`config.mk`:
```
export PLATFORM = sky130hd
export DESIGN_NAME = ps2_guess_receiver_flat
export DESIGN_NICKNAME = d
export VERILOG_FILES = /design/src/rtl/ps2_guess_receiver_pkg.sv /design/src/rtl/ps2_guess_receiver_if.sv /design/src/rtl/ps2_guess_receiver_frame_rx.sv /design/src/rtl/ps2_guess_receiver.sv /design/src/flat_wrapper.sv
export SDC_FILE = /design/constraint.sdc
export NUM_CORES = 1
export LEC_CHECK = 0
export CELL_PAD_IN_SITES_DETAIL_PLACEMENT = 1
export CELL_PAD_IN_SITES_GLOBAL_PLACEMENT = 2
export CORE_UTILIZATION = 42
export CTS_CLUSTER_DIAMETER = 200
export DETAILED_ROUTE_END_ITERATION = 8
export PLACE_DENSITY = 0.87
export SYNTH_ARGS = -nofsm -noshare
export SYNTH_HDL_FRONTEND = slang
export SYNTH_HIERARCHICAL = 1
export SYNTH_SLANG_ARGS = --single-unit
```
`constraint.sdc`:
```
create_clock -name clock -period 6.3 [get_ports clock]
set_input_delay 0.945 -clock clock [delete_from_list [all_inputs] [get_ports clock]]
set_output_delay 0.945 -clock clock [all_outputs]
set_load 0.1 [all_outputs]
```
`src/rtl/ps2_guess_receiver_pkg.sv`:
```
// Shared types and scan-code constants for the PS/2 guess receiver.
// Maps keyboard make codes onto hex nibbles for the guess register.
package ps2_pkg;

  typedef enum logic [1:0] {
    IDLE,
    DATA,
    PARITY,
    STOP
  } frame_state_t;

  localparam logic [7:0] SC_BREAK = 8'hF0;
  localparam logic [7:0] SC_EXT   = 8'hE0;
  localparam logic [7:0] SC_ENTER = 8'h5A;
  localparam logic [7:0] SC_BKSP  = 8'h66;

  typedef struct packed {
    logic       valid;
    logic [3:0] nibble;
  } hex_key_t;

  function automatic hex_key_t sc_to_hex(input logic [7:0] sc);
    hex_key_t k;
    k.valid  = 1'b1;
    k.nibble = 4'h0;
    case (sc)
      8'h45: k.nibble = 4'h0;
      8'h16: k.nibble = 4'h1;
      8'h1E: k.nibble = 4'h2;
      8'h26: k.nibble = 4'h3;
      8'h25: k.nibble = 4'h4;
      8'h2E: k.nibble = 4'h5;
      8'h36: k.nibble = 4'h6;
      8'h3D: k.nibble = 4'h7;
      8'h3E: k.nibble = 4'h8;
      8'h46: k.nibble = 4'h9;
      8'h1C: k.nibble = 4'hA;
      8'h32: k.nibble = 4'hB;
      8'h21: k.nibble = 4'hC;
      8'h23: k.nibble = 4'hD;
      8'h24: k.nibble = 4'hE;
      8'h2B: k.nibble = 4'hF;
      default: k.valid = 1'b0;
    endcase
    return k;
  endfunction

endpackage

```
`src/rtl/ps2_guess_receiver_if.sv`:
```
// Output bundle of the guess receiver: guess value, strobes and diagnostics.
interface ps2_guess_receiver_if;
  logic [7:0] guess;
  logic       guess_submit;
  logic [7:0] scan_code;
  logic       scan_valid;
  logic       frame_error;

  modport master (output guess, guess_submit, scan_code, scan_valid, frame_error);
  modport slave  (input  guess, guess_submit, scan_code, scan_valid, frame_error);
endinterface

```
`src/rtl/ps2_guess_receiver_frame_rx.sv`:
```
// PS/2 device-to-host frame receiver: synchronizers, clock glitch filter,
// frame FSM with odd-parity/stop check and a mid-frame inactivity timeout.
module ps2_frame_rx
  import ps2_pkg::*;
#(
  parameter int FILTER_LEN     = 8,
  parameter int TIMEOUT_CYCLES = 50000
) (
  input  logic       clock,
  input  logic       reset_n,
  input  logic       i_ps2_clk,
  input  logic       i_ps2_data,
  output logic [7:0] o_scan_code,
  output logic       o_scan_valid,
  output logic       o_frame_error
);

  localparam int FW = $clog2(FILTER_LEN + 1);
  localparam int TW = $clog2(TIMEOUT_CYCLES + 1);
  localparam logic [FW-1:0] FILT_LAST = FW'(FILTER_LEN - 1);
  localparam logic [TW-1:0] TMO_LAST  = TW'(TIMEOUT_CYCLES - 1);

  logic          r_clk_meta, r_clk_sync, r_data_meta, r_data_sync;
  logic          r_filt, r_filt_q;
  logic [FW-1:0] r_filt_cnt;
  logic          w_fall;

  // NOTE: sequential state uses non-blocking assignments only; the async
  // reset presets the line-side flops to the PS/2 idle-high level.
  always_ff @(posedge clock or negedge reset_n) begin
    if (!reset_n) begin
      r_clk_meta  <= 1'b1;
      r_clk_sync  <= 1'b1;
      r_data_meta <= 1'b1;
      r_data_sync <= 1'b1;
      r_filt      <= 1'b1;
      r_filt_q    <= 1'b1;
      r_filt_cnt  <= '0;
    end else begin
      r_clk_meta  <= i_ps2_clk;
      r_clk_sync  <= r_clk_meta;
      r_data_meta <= i_ps2_data;
      r_data_sync <= r_data_meta;
      r_filt_q    <= r_filt;
      if (r_clk_sync == r_filt) begin
        r_filt_cnt <= '0;
      end else if (r_filt_cnt == FILT_LAST) begin
        r_filt     <= r_clk_sync;
        r_filt_cnt <= '0;
      end else begin
        r_filt_cnt <= r_filt_cnt + 1'b1;
      end
    end
  end

  assign w_fall = r_filt_q & ~r_filt;

  frame_state_t  r_state;
  logic [2:0]    r_bit_cnt;
  logic [7:0]    r_shift;
  logic          r_parity;
  logic [TW-1:0] r_tmo;

  always_ff @(posedge clock or negedge reset_n) begin
    if (!reset_n) begin
      r_state       <= IDLE;
      r_bit_cnt     <= '0;
      r_shift       <= '0;
      r_parity      <= 1'b0;
      r_tmo         <= '0;
      o_scan_code   <= '0;
      o_scan_valid  <= 1'b0;
      o_frame_error <= 1'b0;
    end else begin
      o_scan_valid  <= 1'b0;
      o_frame_error <= 1'b0;
      // An edge arriving on the timeout cycle keeps the frame alive.
      if (r_state != IDLE && !w_fall && r_tmo == TMO_LAST) begin
        o_frame_error <= 1'b1;
        r_state       <= IDLE;
        r_tmo         <= '0;
      end else begin
        if (r_state == IDLE || w_fall) r_tmo <= '0;
        else                           r_tmo <= r_tmo + 1'b1;
        if (w_fall) begin
          case (r_state)
            IDLE: begin
              if (!r_data_sync) begin
                r_state   <= DATA;
                r_bit_cnt <= '0;
              end
            end
            DATA: begin
              r_shift   <= {r_data_sync, r_shift[7:1]};
              r_bit_cnt <= r_bit_cnt + 1'b1;
              if (r_bit_cnt == 3'd7) r_state <= PARITY;
            end
            PARITY: begin
              r_parity <= r_data_sync;
              r_state  <= STOP;
            end
            STOP: begin
              if (r_data_sync && (^{r_shift, r_parity})) begin
                o_scan_code  <= r_shift;
                o_scan_valid <= 1'b1;
              end else begin
                o_frame_error <= 1'b1;
              end
              r_state <= IDLE;
            end
            default: r_state <= IDLE;
          endcase
        end
      end
    end
  end

endmodule

```
`src/rtl/ps2_guess_receiver.sv`:
```
// Top level: PS/2 frame receiver plus the keystroke decoder that builds the
// 8-bit guess from hex-digit make codes, with Enter/Backspace handling.
module ps2_guess_receiver
  import ps2_pkg::*;
#(
  parameter int FILTER_LEN     = 8,
  parameter int TIMEOUT_CYCLES = 50000
) (
  input  logic                  clock,
  input  logic                  reset_n,
  input  logic                  ps2_clk,
  input  logic                  ps2_data,
  ps2_guess_receiver_if.master  bus
);

  logic [7:0] w_scan_code;
  logic       w_scan_valid;
  logic       w_frame_error;
  hex_key_t   w_key;

  ps2_frame_rx #(
    .FILTER_LEN     (FILTER_LEN),
    .TIMEOUT_CYCLES (TIMEOUT_CYCLES)
  ) u_frame_rx (
    .clock         (clock),
    .reset_n       (reset_n),
    .i_ps2_clk     (ps2_clk),
    .i_ps2_data    (ps2_data),
    .o_scan_code   (w_scan_code),
    .o_scan_valid  (w_scan_valid),
    .o_frame_error (w_frame_error)
  );

  assign w_key = sc_to_hex(w_scan_code);

  logic [7:0] r_guess;
  logic       r_submit;
  logic       r_break, r_ext;

  always_ff @(posedge clock or negedge reset_n) begin
    if (!reset_n) begin
      r_guess  <= '0;
      r_submit <= 1'b0;
      r_break  <= 1'b0;
      r_ext    <= 1'b0;
    end else begin
      r_submit <= 1'b0;
      if (w_frame_error) begin
        r_break <= 1'b0;
        r_ext   <= 1'b0;
      end else if (w_scan_valid) begin
        if (w_scan_code == SC_BREAK) begin
          r_break <= 1'b1;
        end else if (w_scan_code == SC_EXT) begin
          r_ext <= 1'b1;
        end else if (r_break || r_ext) begin
          // Byte following a prefix is a break or extended key: swallow it.
          r_break <= 1'b0;
          r_ext   <= 1'b0;
        end else if (w_key.valid) begin
          r_guess <= {r_guess[3:0], w_key.nibble};
        end else if (w_scan_code == SC_ENTER) begin
          r_submit <= 1'b1;
        end else if (w_scan_code == SC_BKSP) begin
          r_guess <= '0;
        end
      end
    end
  end

  assign bus.guess        = r_guess;
  assign bus.guess_submit = r_submit;
  assign bus.scan_code    = w_scan_code;
  assign bus.scan_valid   = w_scan_valid;
  assign bus.frame_error  = w_frame_error;

endmodule

```
`src/flat_wrapper.sv`:
```
// flat-port wrapper written by rule: the top's interface ports become plain ports
module ps2_guess_receiver_flat import ps2_pkg::*;
#(
  parameter int FILTER_LEN     = 8,
  parameter int TIMEOUT_CYCLES = 50000
)
  (clock, reset_n, ps2_clk, ps2_data, bus_guess, bus_guess_submit, bus_scan_code, bus_scan_valid, bus_frame_error);
  ps2_guess_receiver_if bus_i ();
  input  logic clock;
  input  logic reset_n;
  input  logic ps2_clk;
  input  logic ps2_data;
  output wire logic [$bits(bus_i.guess)-1:0] bus_guess;
  output wire logic [$bits(bus_i.guess_submit)-1:0] bus_guess_submit;
  output wire logic [$bits(bus_i.scan_code)-1:0] bus_scan_code;
  output wire logic [$bits(bus_i.scan_valid)-1:0] bus_scan_valid;
  output wire logic [$bits(bus_i.frame_error)-1:0] bus_frame_error;
  assign bus_guess = bus_i.guess;
  assign bus_guess_submit = bus_i.guess_submit;
  assign bus_scan_code = bus_i.scan_code;
  assign bus_scan_valid = bus_i.scan_valid;
  assign bus_frame_error = bus_i.frame_error;
  ps2_guess_receiver #(.FILTER_LEN(FILTER_LEN), .TIMEOUT_CYCLES(TIMEOUT_CYCLES)) u_core (.clock(clock), .reset_n(reset_n), .ps2_clk(ps2_clk), .ps2_data(ps2_data), .bus(bus_i));
endmodule
```
==> results.yml <==
sta:
  max_clock_freq_ghz: 0.301
  period_needed_ns: 3.32
  finalSetupTns_ns: 0
  clock_skew_ns: 0.0137
  slew_violations: 0
  maxSlewHeadroom: 0.344
  timing_hold_violations_final: 0
  grt_setup_unrepaired: "no"
  fin_crit_sh: 0.527
  worst_pin_slew_ns: 0.981
  whs_ns: 0.357
  setup_viol: 0
cts:
  cts_resized: 0
  cts_buffers: 9
  root_buffer: "clkbuf_8"
  cts_sinks: 61
  cts_tree: "done"
  hold_buffers: 0
  clockBufferDepth: 2
  cts_setup_buffers: 0
  clkLatencyLatePin_ns: 0.34
  clk_pin_slew_ns: 0.08
  htreeDepth: 3
detailed_routing:
  dr.pass1.iters: 4
  drt-total-wl_um: 6900
  vias: 2341
  detail_route.wl_per_cell_um: 16.1
  drc: 0
  post_drt_via_cell_ratio: 5.47
  drt.antenna.violating_nets: 0
  first_iter_violations: 91
setup_path:
  critPathMaxStageDelay_ns: 1.25
  cp-startpoint: "u_core/u_frame_rx/o_scan_code[3]$_DFFE_PN0P_"
  path_class: "flip-flop to output port"
  path_max_fanout: 22
  r2r-start: "u_core/u_frame_rx/o_scan_code[4]$_DFFE_PN0P_"
  cp-start-kind: "flip-flop"
  worst_ep_required_time_ns: 5.35
  arrival_ns: 2.37
  path_cells: "clkdlybuf4s50_1"
  endpoint_kind: "output port"
  worst-path-buf-inv: 1
  slowest_stage: "clkdlybuf4s50_1"
  cpLargestDelayFamily: "buffers and inverters"
cells_and_area:
  postLayoutCellArea_um2: 3810
  final_layout_size_suffix_gt1_frac: 0.167
  n_antenna_cell: 0
  final_common_cell: "dfrtp_1"
  area_growth_pct: 16.3
  register_area_um2: 1530
  final_cell_mix: "dfrtp_1 (55), nor2_1 (27), clkdlybuf4s50_1 (21)"
  finalNetCount: 336
  multi_input_area_um2: 1630
  fill_cells: 814
grt:
  grt_usage: 0.188
  grt_pass1_wl_um: 12200
  antenna_found_initial: 0
  grt_max_degree: 62
  grt-ovfl-total: 0
  first_global_vias: 2398
die:
  die_h_um: 90.3
  die_w_um: 90.3
  die-area_um2: 8150
  io_pins: 23
  start_util: 0.442
  core_area_um2: 7410
  rows: 31
run:
  cap_viol_max_count: 0
logic_synthesis:
  yosys_warnings: 6
  synth_cell_type_count: 61
  synth_edf_count: 0
  ys_ff_latch: 61
  synth_area_um2: 3270
  synth-async-reset-ratio: 1.00
  synth-seq-area-share: 0.469
  syn_avg_cell_area_um2: 10.8
  ys_dominant_reg_cell: "dfrtp_1"
  synthesis.nets: 315
  synth_cells: 303
run_status:
  status: "finished clean"
place:
  gp_congestion: 0.785
  hpwl_um: 4680
  post_dp_cell_area_um2: 3560
  port_buffers: 22
min_path:
  holdCritStartpoint: "u_core/u_frame_rx/r_clk_meta$_DFF_PN1_"
  hold_class: "flip-flop to flip-flop"
power:
  p_leak_nw: 1.58
  peakVddDrop_v: 0.000166
  power_density_nw_per_um2: 284
## layout make-up
type | instances | area share
clock inverters | 6 | 0.0289
flip-flops and latches | 61 | 0.403
clock buffers | 10 | 0.0362
inverters | 12 | 0.0118
repair buffers | 23 | 0.0585
multi-input cells | 217 | 0.429
well taps | 99 | 0.0325
## path summary, 6_finish.rpt
path | endpoint | slack, ns | cells past startpoint
worst max register to register | u_core/bus.guess[1]$_DFFE_PN0P_ | 3.70 | 5
min in group asynchronous | u_core/u_frame_rx/r_filt_cnt[0]$_DFF_PN0_ | 0.75 | 2
max in group asynchronous | u_core/u_frame_rx/r_shift[1]$_DFFE_PN0P_ | 5.03 | 2
worst min-delay path | u_core/u_frame_rx/r_clk_sync$_DFF_PN1_ | 0.36 | 0
worst max-delay path | bus_scan_code[3] | 2.98 | 1
worst min register to register | u_core/u_frame_rx/r_clk_sync$_DFF_PN1_ | 0.36 | 0
## layer usage
metal / global-route usage / routed length (µm)
met5: 0 / 0
met1: 0.249 / 3350
met2: 0.298 / 3250
met4: 0.0806 / 150
met3: 0.0404 / 148
## cell usage after synthesis, drive strengths merged (8+ instances only)
cell / number / share of area
mux2: 19 / 0.065
a21oi: 13 / 0.020
nor2: 27 / 0.031
xnor2: 13 / 0.035
o21ai: 11 / 0.017
dfrtp: 55 / 0.42
nand2b: 8 / 0.016
ha: 8 / 0.031
nand3: 11 / 0.017
clkbuf: 10 / 0.011
nand2: 17 / 0.020
inv: 12 / 0.014
## power breakdown
group | internal, mW | leakage (nW) | switching, mW
clock network | 0.273 | 0.119 | 0.159
registers | 0.432 | 0.824 | 0.0342
logic | 0.0710 | 0.637 | 0.113
total | 0.776 | 1.58 | 0.306
## registers in the layout, summed over array words and instances, names as in the netlist, 2 cells and up
register                       count
u_core/u_frame_rx/r_tmo           16
u_core/bus.guess                   8
u_core/u_frame_rx/o_scan_code      8
u_core/u_frame_rx/r_shift          8
u_core/u_frame_rx/r_filt_cnt       4
u_core/u_frame_rx/r_bit_cnt        3
u_core/u_frame_rx/r_state          2
## logic make-up after synthesis
group                      Yosys count  share of synthesized area
AOI/OAI and AO/OA                   49                      0.111
xor gates and xnor gates            22                     0.0681
adders and majority gates            8                     0.0306
buffers and inverters               25                     0.0321
DFF                                 61                      0.469
muxes                               21                     0.0753
and+or+nand+nor                    117                      0.214
## metrics by stage
stage | worst slack (ns) | utilization | std cells | total power [mW]
CTS | 2.95 | 0.514 | 428 | 1.10
global route | 2.87 | 0.514 | 428 | 1.14
floorplan | 3.54 | - | 303 | 0.610
global placement | 3.39 | 0.480 | 412 | 0.649
detailed placement | 3.35 | 0.480 | 412 | 0.658
finish | 2.98 | 0.514 | 428 | 1.08
Power figures use the tool's default switching activity.
